--- src/rtl/osc_intl_pkg.sv ---
// Shared definitions for the multi-channel oscillation interlock: FSM states,
// default parameter values and the channel-index width helper.
package osc_intl_pkg;

    typedef enum logic [1:0] {
        IDLE = 2'd0,
        RUN  = 2'd1,
        EVAL = 2'd2
    } state_e;

    localparam int CH_NUM_DEF = 4;
    localparam int DATA_W_DEF = 32;
    localparam int CNT_W_DEF  = 16;

    function automatic int ch_idx_w(input int n);
        return (n <= 1) ? 1 : $clog2(n);
    endfunction

endpackage

--- src/rtl/osc_intl_ch.sv ---
// One monitored channel: window min/max, peak-to-peak check, leaky counter and
// latched trip flag. Peak-to-peak hold is built only with OSC_INTL_PEAK_HOLD_EN.
module osc_intl_ch
    import osc_intl_pkg::*;
#(
    parameter int DATA_W = DATA_W_DEF,
    parameter int CNT_W  = CNT_W_DEF
) (
    input  logic              i_clk,
    input  logic              i_rst,
    input  logic              i_en,
    input  logic              i_clr,
    input  logic              i_idle,
    input  logic              i_accept,
    input  logic              i_first,
    input  logic              i_eval,
    input  logic [DATA_W-1:0] i_data,
    input  logic [DATA_W-1:0] i_data_thresh,
    input  logic [CNT_W-1:0]  i_cnt_thresh,
    output logic              o_flag,
    output logic              o_rise
`ifdef OSC_INTL_PEAK_HOLD_EN
    ,output logic [DATA_W:0]  o_peak
`endif
);

    function automatic logic [CNT_W-1:0] sat_inc(input logic [CNT_W-1:0] v);
        return (&v) ? v : v + CNT_W'(1);
    endfunction

    function automatic logic [CNT_W-1:0] sat_dec(input logic [CNT_W-1:0] v);
        return (v == '0) ? v : v - CNT_W'(1);
    endfunction

    logic signed [DATA_W-1:0] smp, min_q, min_d, max_q, max_d;
    logic signed [DATA_W:0]   min_x, max_x;
    logic [DATA_W:0]          p2p;
    logic [CNT_W-1:0]         cnt_q, cnt_d;
    logic                     flag_q, flag_d;
    logic                     over, set_cond;

    assign smp   = $signed(i_data);
    // Sign-extend before subtracting so the full signed range cannot wrap.
    assign min_x = min_q;
    assign max_x = max_q;
    assign p2p   = max_x - min_x;
    assign over  = p2p >= {1'b0, i_data_thresh};

    assign set_cond = i_en && (i_cnt_thresh != '0) && (cnt_q >= i_cnt_thresh);

    always_comb begin
        min_d  = min_q;
        max_d  = max_q;
        cnt_d  = cnt_q;
        flag_d = flag_q;
        if (i_idle || !i_en) begin
            min_d = '0;
            max_d = '0;
            cnt_d = '0;
        end else begin
            if (i_accept) begin
                if (i_first) begin
                    min_d = smp;
                    max_d = smp;
                end else begin
                    if (smp < min_q) min_d = smp;
                    if (smp > max_q) max_d = smp;
                end
            end
            if (i_eval) cnt_d = over ? sat_inc(cnt_q) : sat_dec(cnt_q);
        end
        if (i_clr)         flag_d = 1'b0;
        else if (set_cond) flag_d = 1'b1;
    end

    always_ff @(posedge i_clk or negedge i_rst) begin
        if (!i_rst) begin
            min_q  <= '0;
            max_q  <= '0;
            cnt_q  <= '0;
            flag_q <= 1'b0;
        end else begin
            min_q  <= min_d;
            max_q  <= max_d;
            cnt_q  <= cnt_d;
            flag_q <= flag_d;
        end
    end

    assign o_flag = flag_q;
    assign o_rise = set_cond && !flag_q && !i_clr;

`ifdef OSC_INTL_PEAK_HOLD_EN
    logic [DATA_W:0] peak_q, peak_d;

    always_comb begin
        peak_d = peak_q;
        if (i_clr)                               peak_d = '0;
        else if (i_eval && i_en && p2p > peak_q) peak_d = p2p;
    end

    always_ff @(posedge i_clk or negedge i_rst) begin
        if (!i_rst) peak_q <= '0;
        else        peak_q <= peak_d;
    end

    assign o_peak = peak_q;
`endif

endmodule

--- src/rtl/osc_intl_multi.sv ---
// Multi-channel oscillation interlock top: shared window FSM, sample/window
// counters and first-fault capture. OSC_INTL_PEAK_HOLD_EN adds o_peak_p2p.
module osc_intl_multi
    import osc_intl_pkg::*;
#(
    parameter int CH_NUM = CH_NUM_DEF,
    parameter int DATA_W = DATA_W_DEF,
    parameter int CNT_W  = CNT_W_DEF
) (
    input  logic                     i_clk,
    input  logic                     i_rst,
    input  logic                     i_clr,
    input  logic [CH_NUM-1:0]        i_osc_en,
    input  logic [CH_NUM*DATA_W-1:0] i_data,
    input  logic                     i_data_valid,
    input  logic [DATA_W-1:0]        i_data_thresh,
    input  logic [CNT_W-1:0]         i_cnt_thresh,
    input  logic [31:0]              i_period,
    input  logic [15:0]              i_cycle_cnt,
    output logic [CH_NUM-1:0]        o_osc_flag,
    output logic                     o_first_vld,
    output logic [3:0]               o_first_ch,
    output logic [1:0]               o_state
`ifdef OSC_INTL_PEAK_HOLD_EN
    ,output logic [CH_NUM*(DATA_W+1)-1:0] o_peak_p2p
`endif
);

    localparam int IDX_W = ch_idx_w(CH_NUM);

    state_e            state_q, state_d;
    logic [31:0]       smp_cnt_q, smp_cnt_d;
    logic [15:0]       win_cnt_q, win_cnt_d;
    logic              first_vld_q, first_vld_d;
    logic [3:0]        first_ch_q, first_ch_d;
    logic [CH_NUM-1:0] flag, rise;
    logic [IDX_W-1:0]  low_idx;
    logic [31:0]       period_eff;
    logic              accept, last_smp, win_done, idle, eval, win_first;

    assign period_eff = (i_period == '0) ? 32'd1 : i_period;
    assign idle       = (state_q == IDLE);
    assign eval       = (state_q == EVAL);
    assign accept     = (state_q == RUN) && i_data_valid;
    assign win_first  = (smp_cnt_q == '0);
    // Compare with >= so a period lowered mid-window still closes the window.
    assign last_smp   = accept && (({1'b0, smp_cnt_q} + 33'd1) >= {1'b0, period_eff});
    assign win_done   = (i_cycle_cnt != '0) &&
                        (({1'b0, win_cnt_q} + 17'd1) >= {1'b0, i_cycle_cnt});

    always_comb begin
        state_d   = state_q;
        smp_cnt_d = smp_cnt_q;
        win_cnt_d = win_cnt_q;
        case (state_q)
            IDLE: begin
                smp_cnt_d = '0;
                win_cnt_d = '0;
                if (|(i_osc_en & ~flag)) state_d = RUN;
            end
            RUN: begin
                if (accept) begin
                    smp_cnt_d = smp_cnt_q + 32'd1;
                    if (last_smp) state_d = EVAL;
                end
            end
            EVAL: begin
                smp_cnt_d = '0;
                win_cnt_d = win_cnt_q + 16'd1;
                state_d   = win_done ? IDLE : RUN;
            end
            default: state_d = IDLE;
        endcase
        if (i_osc_en == '0) state_d = IDLE;
    end

    always_comb begin
        low_idx = '0;
        for (int n = CH_NUM - 1; n >= 0; n--) begin
            if (rise[n]) low_idx = IDX_W'(n);
        end
        first_vld_d = first_vld_q;
        first_ch_d  = first_ch_q;
        if (i_clr) begin
            first_vld_d = 1'b0;
            first_ch_d  = '0;
        end else if (!first_vld_q && (|rise)) begin
            first_vld_d = 1'b1;
            first_ch_d  = 4'(low_idx);
        end
    end

    always_ff @(posedge i_clk or negedge i_rst) begin
        if (!i_rst) begin
            state_q     <= IDLE;
            smp_cnt_q   <= '0;
            win_cnt_q   <= '0;
            first_vld_q <= 1'b0;
            first_ch_q  <= '0;
        end else begin
            state_q     <= state_d;
            smp_cnt_q   <= smp_cnt_d;
            win_cnt_q   <= win_cnt_d;
            first_vld_q <= first_vld_d;
            first_ch_q  <= first_ch_d;
        end
    end

    for (genvar g = 0; g < CH_NUM; g++) begin : g_ch
        osc_intl_ch #(
            .DATA_W (DATA_W),
            .CNT_W  (CNT_W)
        ) u_ch (
            .i_clk         (i_clk),
            .i_rst         (i_rst),
            .i_en          (i_osc_en[g]),
            .i_clr         (i_clr),
            .i_idle        (idle),
            .i_accept      (accept),
            .i_first       (win_first),
            .i_eval        (eval),
            .i_data        (i_data[g*DATA_W +: DATA_W]),
            .i_data_thresh (i_data_thresh),
            .i_cnt_thresh  (i_cnt_thresh),
            .o_flag        (flag[g]),
            .o_rise        (rise[g])
`ifdef OSC_INTL_PEAK_HOLD_EN
            ,.o_peak       (o_peak_p2p[g*(DATA_W+1) +: DATA_W+1])
`endif
        );
    end

    assign o_osc_flag  = flag;
    assign o_first_vld = first_vld_q;
    assign o_first_ch  = first_ch_q;
    assign o_state     = state_q;

endmodule

--- config.mk ---
export PLATFORM = sky130hd
export DESIGN_NAME = osc_intl_multi
export DESIGN_NICKNAME = d
export VERILOG_FILES = /design/src/rtl/osc_intl_pkg.sv /design/src/rtl/osc_intl_ch.sv /design/src/rtl/osc_intl_multi.sv
export SDC_FILE = /design/constraint.sdc
export NUM_CORES = 2
export LEC_CHECK = 0
export CORE_MARGIN = 2
export CORE_UTILIZATION = 56
export DETAILED_ROUTE_END_ITERATION = 8
export GPL_TIMING_DRIVEN = 0
export PLACE_DENSITY = 0.79
export RECOVER_POWER = 25
export SYNTH_ARGS = -nofsm -noshare
export SYNTH_HDL_FRONTEND = slang
export SYNTH_SLANG_ARGS = --single-unit
--- constraint.sdc ---
create_clock -name i_clk -period 6.8 [get_ports i_clk]
set_input_delay 2.04 -clock i_clk [delete_from_list [all_inputs] [get_ports i_clk]]
set_output_delay 2.04 -clock i_clk [all_outputs]
set_load 0.02 [all_outputs]
* After elaboration in Yosys (flattened, before gate mapping)
Index checks and enable logic that the tools add are counted.
Word-level totals: input port bits 232, flip-flop bits (word level) 379, word-level logic and storage cells 237, output and inout bits 11
Operators by class: add/subtract/negate cells 16, reductions and logical operators 88, bitwise operators 2, $lt $le $gt $ge 18, eq/ne operators 14, multiplexer cells 78
Operators with widths (count):
- $mux W32 | 34
- $mux W16 | 20
- $ge A33 B32 Y1 | 5
- $sub A32 B32 Y33 | 4
- $gt A32 B32 Y1 | 4
- $lt A32 B32 Y1 | 4
- $add A16 B1 Y16 const B | 5
- $ge A16 B16 Y1 | 4
- $logic_not A16 Y1 | 4
- $logic_not A32 Y1 | 2
- $pmux W32 S2 | 1
- $reduce_and A16 Y1 | 4
- $sub A16 B1 Y16 const B | 4
- $add A32 B1 Y33 const B | 1
- $add A32 B1 Y32 const B | 1
- $pmux W16 S2 | 1
- $reduce_bool A16 Y1 | 2
- $reduce_bool A2 Y1 | 15
- $reduce_bool A3 Y1 | 8
- $logic_and A1 B1 Y1 | 20
- $reduce_and A2 Y1 | 9
- $add A16 B1 Y17 const B | 1
- $ge A17 B16 Y1 | 1
- $mux W2 | 8
- 18 further kinds | 54

* Depth between registers and ports, before layout
depth after elaboration 11, gate-level depth with buffers 32, mapped depth without buffers 32

* Hierarchy
A second synthesis with hierarchy kept.
Unflattened totals: cell total of the unflattened synthesis 4426, area, all modules 38341.8 um^2
Modules (own cells, without submodules):
- osc_intl_ch at g_ch[0].u_ch ... | area each 8262.9 um^2, sequential area each 2026.9 um^2, cells each 933, times used 3
- osc_intl_ch at g_ch[1].u_ch | area each 8685.8 um^2, sequential area each 2026.9 um^2, cells each 1030, times used 1
- osc_intl_multi | area each 4867.2 um^2, sequential area each 1326.3 um^2, cells each 597, times used 1

* Worst setup path after synthesis
No wires, ideal clock.
kind flip-flop to flip-flop, start reg g_ch[3].u_ch.max_q[0], end reg g_ch[3].u_ch.cnt_q[14], data arrival time 6.830 ns, setup time 0.132 ns, required time 6.668 ns, path slack -0.162 ns, stages on the path, launching flop included 33, period minus slack after synthesis 6.962 ns, path through dfrtp_1 -> inv_1 -> ha_1 -> fa_1 -> nand2b_1 -> a21oi_1 -> o41a_1 -> a211o_1 -> nand3_1 -> and2_1 -> inv_1 -> a21o_1 -> a21oi_1 -> xnor2_1 -> ha_1 -> a21oi_1 -> nor2_1 -> a2111oi_0 -> o21ai_0 -> a211oi_1 -> o211ai_1 -> a211oi_2 -> ha_1 -> a21o_1 -> a21o_1 -> a2111oi_0 -> o31ai_1 -> or4_1 -> a31o_2 -> a21oi_1 -> xnor2_1 -> mux2i_1 -> nor2_1
Between the ends: cells in the longest elaborated chain, start to end 5
RTL lines:
- start, declared | RTL line osc_intl_ch.sv:35 | logic signed [DATA_W-1:0] smp, min_q, min_d, max_q, max_d;
- start signal, assigned | RTL line osc_intl_ch.sv:84 | max_q <= max_d;
- $sub A32 B32 Y33 (*) | RTL line osc_intl_ch.sv:46 | assign p2p = max_x - min_x;
- $ge A33 B32 Y1 (*) | RTL line osc_intl_ch.sv:47 | assign over = p2p >= {1'b0, i_data_thresh};
- $mux W16 (2 in a row) | RTL line osc_intl_ch.sv:70 | if (i_eval) cnt_d = over ? sat_inc(cnt_q) : sat_dec(cnt_q);
- $mux W16 | RTL line osc_intl_ch.sv:56 | if (i_idle || !i_en) begin
- end signal, assigned | RTL line osc_intl_ch.sv:85 | cnt_q <= cnt_d;
- end, declared | RTL line osc_intl_ch.sv:38 | logic [CNT_W-1:0] cnt_q, cnt_d;
Mark *: on every way between the ends. The rest lies on a longest branch, timed or not. The select of a mux whose other input is x is not followed. A chain may end at the register's enable or synchronous reset.

* Worst setup path in the final report
start reg g_ch[2].u_ch.min_q[1], end reg g_ch[2].u_ch.cnt_q[15]
Between the ends: cells in the longest elaborated chain, start to end 5
RTL lines:
- start, declared | RTL line osc_intl_ch.sv:35
- start signal, assigned | RTL line osc_intl_ch.sv:83 | min_q <= min_d;
- $sub A32 B32 Y33 (*) | RTL line osc_intl_ch.sv:46
- $ge A33 B32 Y1 (*) | RTL line osc_intl_ch.sv:47
- $mux W16 (2 in a row) | RTL line osc_intl_ch.sv:70
- $mux W16 | RTL line osc_intl_ch.sv:56
- end signal, assigned | RTL line osc_intl_ch.sv:85
- end, declared | RTL line osc_intl_ch.sv:38
Marks and branches as above.

==> flow_summary.json <==
{
  "grt_pass1_wl_um": 169000,
  "dr.pass1.iters": 6,
  "slowest_delay_ns": 0.43,
  "placed_area_um2": 40500,
  "peakVddDrop_mv": 0.565,
  "cts-root-buf": "clkbuf_16",
  "core_area_um2": 65500,
  "drt_iter0_drc": 2479,
  "criticalPathCategory": "flip-flop to flip-flop",
  "htreeDepth": 2,
  "topRoutingLayerUsed": "met5",
  "period_share": 0.998,
  "final_antenna_net_count": 0,
  "route.detailed.drc": 0,
  "start_util": 0.563,
  "violations": "capacitance limit, slew limit",
  "drive_above_1_share": 0.0781,
  "worstMarginPinSlew_ns": 4.67,
  "ios": 243,
  "run_status": "finished, violations left",
  "synth_area_per_cell_um2": 8.72,
  "synth_area_leaders": "dfrtp_1 26%, ha_1 23%, mux2i_1 4.8%",
  "ys_seq_elements": 377,
  "grt_setup_unrepaired": "true",
  "synth_edf_count": 0,
  "tns_ns": 0,
  "m1WireLength_um": 47000,
  "hold_depth": 2,
  "grt_usage": 0.309,
  "rows": 94,
  "finalWorstSetupSlack_ns": 0.0127,
  "setup_viol": 0,
  "pre_cts_ws_ns": -1.92,
  "cp_max_fo": 5,
  "p_total_uw": 18500,
  "syn_inst": 4229,
  "final_area_um2": 43600,
  "gp_congestion": 0.947,
  "num_vias": 33600,
  "clock-sinks": 377,
  "ff_latch_area_um2": 9440,
  "nNetsFinal": 5506,
  "fp.dieH_um": 261,
  "async_flop_share": 1.00,
  "multiInputGateArea_um2": 26400,
  "rrSetupSlack_ns": 0.01,
  "relSlewSlack": -2.11,
  "num-fill-cells": 5194,
  "met3_length_um": 7620,
  "via_per_inst": 6.11,
  "cellLeakagePower_uw": 0.0210,
  "pwr_density_cell_nw_per_um2": 425,
  "grt_max_degree": 115,
  "yosysUniqueCellTypes": 77,
  "max_freq_mhz": 147,
  "required_ns": 7.28,
  "startpoint_type": "flip-flop",
  "antenna_found_initial": 16,
  "finalMaxSlewViolations": 78,
  "holdBufCountCts": 0,
  "cts_tree": "built",
  "insertion_delay_ns": 0.61,
  "wirelength_um": 108000,
  "max_cap_viol_count": 1,
  "cts_buffer_depth": 3,
  "cp-end-kind": "flip-flop",
  "met2RoutedLength_um": 49100,
  "yosys_warnings": 0,
  "hold_violations": 0,
  "hpwl_um": 82300,
  "hold_start": "g_ch[2].u_ch.min_q[24]",
  "arrival_ns": 7.27,
  "r2r-end": "g_ch[2].u_ch.cnt_q[15]",
  "hp-class": "flip-flop to flip-flop",
  "grt_pass1_vias": 32500,
  "cp_slowest_cell": "o41a_1",
  "synth_top_area_cell": "dfrtp_1",
  "wire_per_inst_um": 19.7,
  "syn-cell-area_um2": 36900,
  "hold_end": "g_ch[2].u_ch.min_q[24]",
  "grt_overflow_total": 0,
  "fp.dieW_um": 261,
  "period_minus_slack_ns": 6.79,
  "reg2reg_depth": 32,
  "synth-main-ff-cell": "dfrtp_1",
  "ys_seq_area_frac": 0.256,
  "clkTransAtPathRegs_ns": 0.06,
  "rr_startpoint": "g_ch[2].u_ch.min_q[1]",
  "area_growth_pct": 18.3,
  "clock_skew_ns": 0.0223,
  "dieArea_um2": 67900,
  "port_buffers": 240,
  "cts_made_buffers": 47,
  "synth_top_area_share": 0.256
}
-- cells in the mapped netlist, drive strengths merged (35+ instances only) --
library cell	count
ha	679
nor2	362
o21a	45
xnor2	164
a21o	174
clkbuf	77
xor2	71
nand2b	36
and2	45
nand3	119
nor2b	59
nor3	60
nand4	120
a21oi	261
nor4	57
buf	35
a22o	109
nand2	191
o21ai	201
dfrtp	377
mux2i	177
and3	40
inv	420
-- cells by family (layout without fill, tap and decap cells) --
| group | Yosys count | after routing | synth area share |
|---|---|---|---|
| simple gates | 1148 | 1148 | 0.153 |
| buf+inv | 532 | 923 | 0.0562 |
| xor+xnor | 235 | 235 | 0.0558 |
| other cells | 1 | 13 | 0.000102 |
| flops | 377 | 377 | 0.256 |
| fa+ha+maj | 687 | 687 | 0.235 |
| compound gates | 1058 | 1058 | 0.192 |
| mux | 191 | 191 | 0.0524 |
-- cell usage in the layout, fill, tap and decap left out, types with 21 or more instances in the layout --
master and n:
ha_1 658, clkbuf_16 48, and2_1 44, a21oi_2 31, nand4_1 120, o21bai_1 27
buf_4 72, o211ai_1 21, and3_1 40, nor2_1 359, or3_1 29, xnor2_1 159
a22o_1 109, a21oi_1 228, nand3_1 115, o21ai_0 173, inv_1 418, a21o_1 174
mux2i_1 177, a211oi_1 21, nor2b_1 54, clkdlybuf4s50_1 239, nand2b_1 35, dfrtp_1 376
nor3_1 54, nor4_1 56, xor2_1 70, clkbuf_1 85, nand2_1 190, o21a_1 45
a31oi_1 21
-- area by class of cell --
class | count | area share
timing repair buffer | 310 | 0.0694
sequential | 377 | 0.216
multi-input combinational | 3321 | 0.605
clock inverter | 17 | 0.00537
antenna | 11 | 0.000631
inverter | 420 | 0.0362
tap | 864 | 0.0248
clock buffer | 66 | 0.0312
buffer | 110 | 0.0112
-- worst max-delay path by stage --
stage,slack [ns],cells past startpoint,start,end
3_5_place_dp,-1.92,29,g_ch[2].u_ch.min_q[0],g_ch[2].u_ch.cnt_q[15]
3_3_place_gp,-13.43,1,i_rst,g_ch[1].u_ch.cnt_q[1]
2_1_floorplan,0.02,31,g_ch[1].u_ch.min_q[1],g_ch[1].u_ch.cnt_q[15]
6_report,0.01,32,g_ch[2].u_ch.min_q[1],g_ch[2].u_ch.cnt_q[15]
4_1_cts,-0.007,31,g_ch[2].u_ch.max_q[0],g_ch[2].u_ch.cnt_q[15]
5_1_grt,-0.19,32,g_ch[2].u_ch.min_q[1],g_ch[2].u_ch.cnt_q[15]
-- routing by layer --
metal / vias to the layer above / track usage
li1: 16100 / -
met1: 16200 / 0.410
met2: 1113 / 0.500
met3: 254 / 0.0532
met4: 12 / 0.127
met5: - / 0
-- timing repair --
| action | in CTS | in global routing |
|---|---|---|
| endpoints found under the setup margin | 43 | 25 |
| pin swaps | 34 | 106 |
| buffers inserted | 32 | 34 |
| gates resized for setup | 63 | 147 |
-- through the flow --
step           hold WS [ns]   util  std cells
6_report              0.499  0.666       5496
5_1_grt               0.516  0.665       5491
4_1_cts               0.503  0.651       5454
3_5_place_dp          0.491  0.618       5340
3_3_place_gp          0.481  0.616       5334
2_1_floorplan         0.469      -       4230
-- where the power goes --
| part | switching, uW | internal (uW) | leakage, uW |
|---|---|---|---|
| clock | 1060 | 1580 | 0.000781 |
| sequential | 232 | 2520 | 0.00518 |
| combinational | 7280 | 5870 | 0.0151 |
-- critical path: cells and delay by family (launching register included) --
kind | cells | cell delay, ns
compound gates | 17 | 4.02
xor+xnor | 1 | 0.13
buf+inv | 3 | 0.43
mux | 1 | 0.12
simple gates | 7 | 0.79
flops | 1 | 0.41
fa+ha+maj | 3 | 0.76
-- registers in the layout, indices dropped and copies added (netlist names) --
name / cells
g_ch.u_ch.max_q: 128
g_ch.u_ch.min_q: 128
g_ch.u_ch.cnt_q: 64
smp_cnt_q: 32
win_cnt_q: 16
g_ch.u_ch.o_flag: 4
o_first_ch: 2
o_state: 2
o_first_vld: 1
Note: power is estimated with default switching activity, not from simulation.
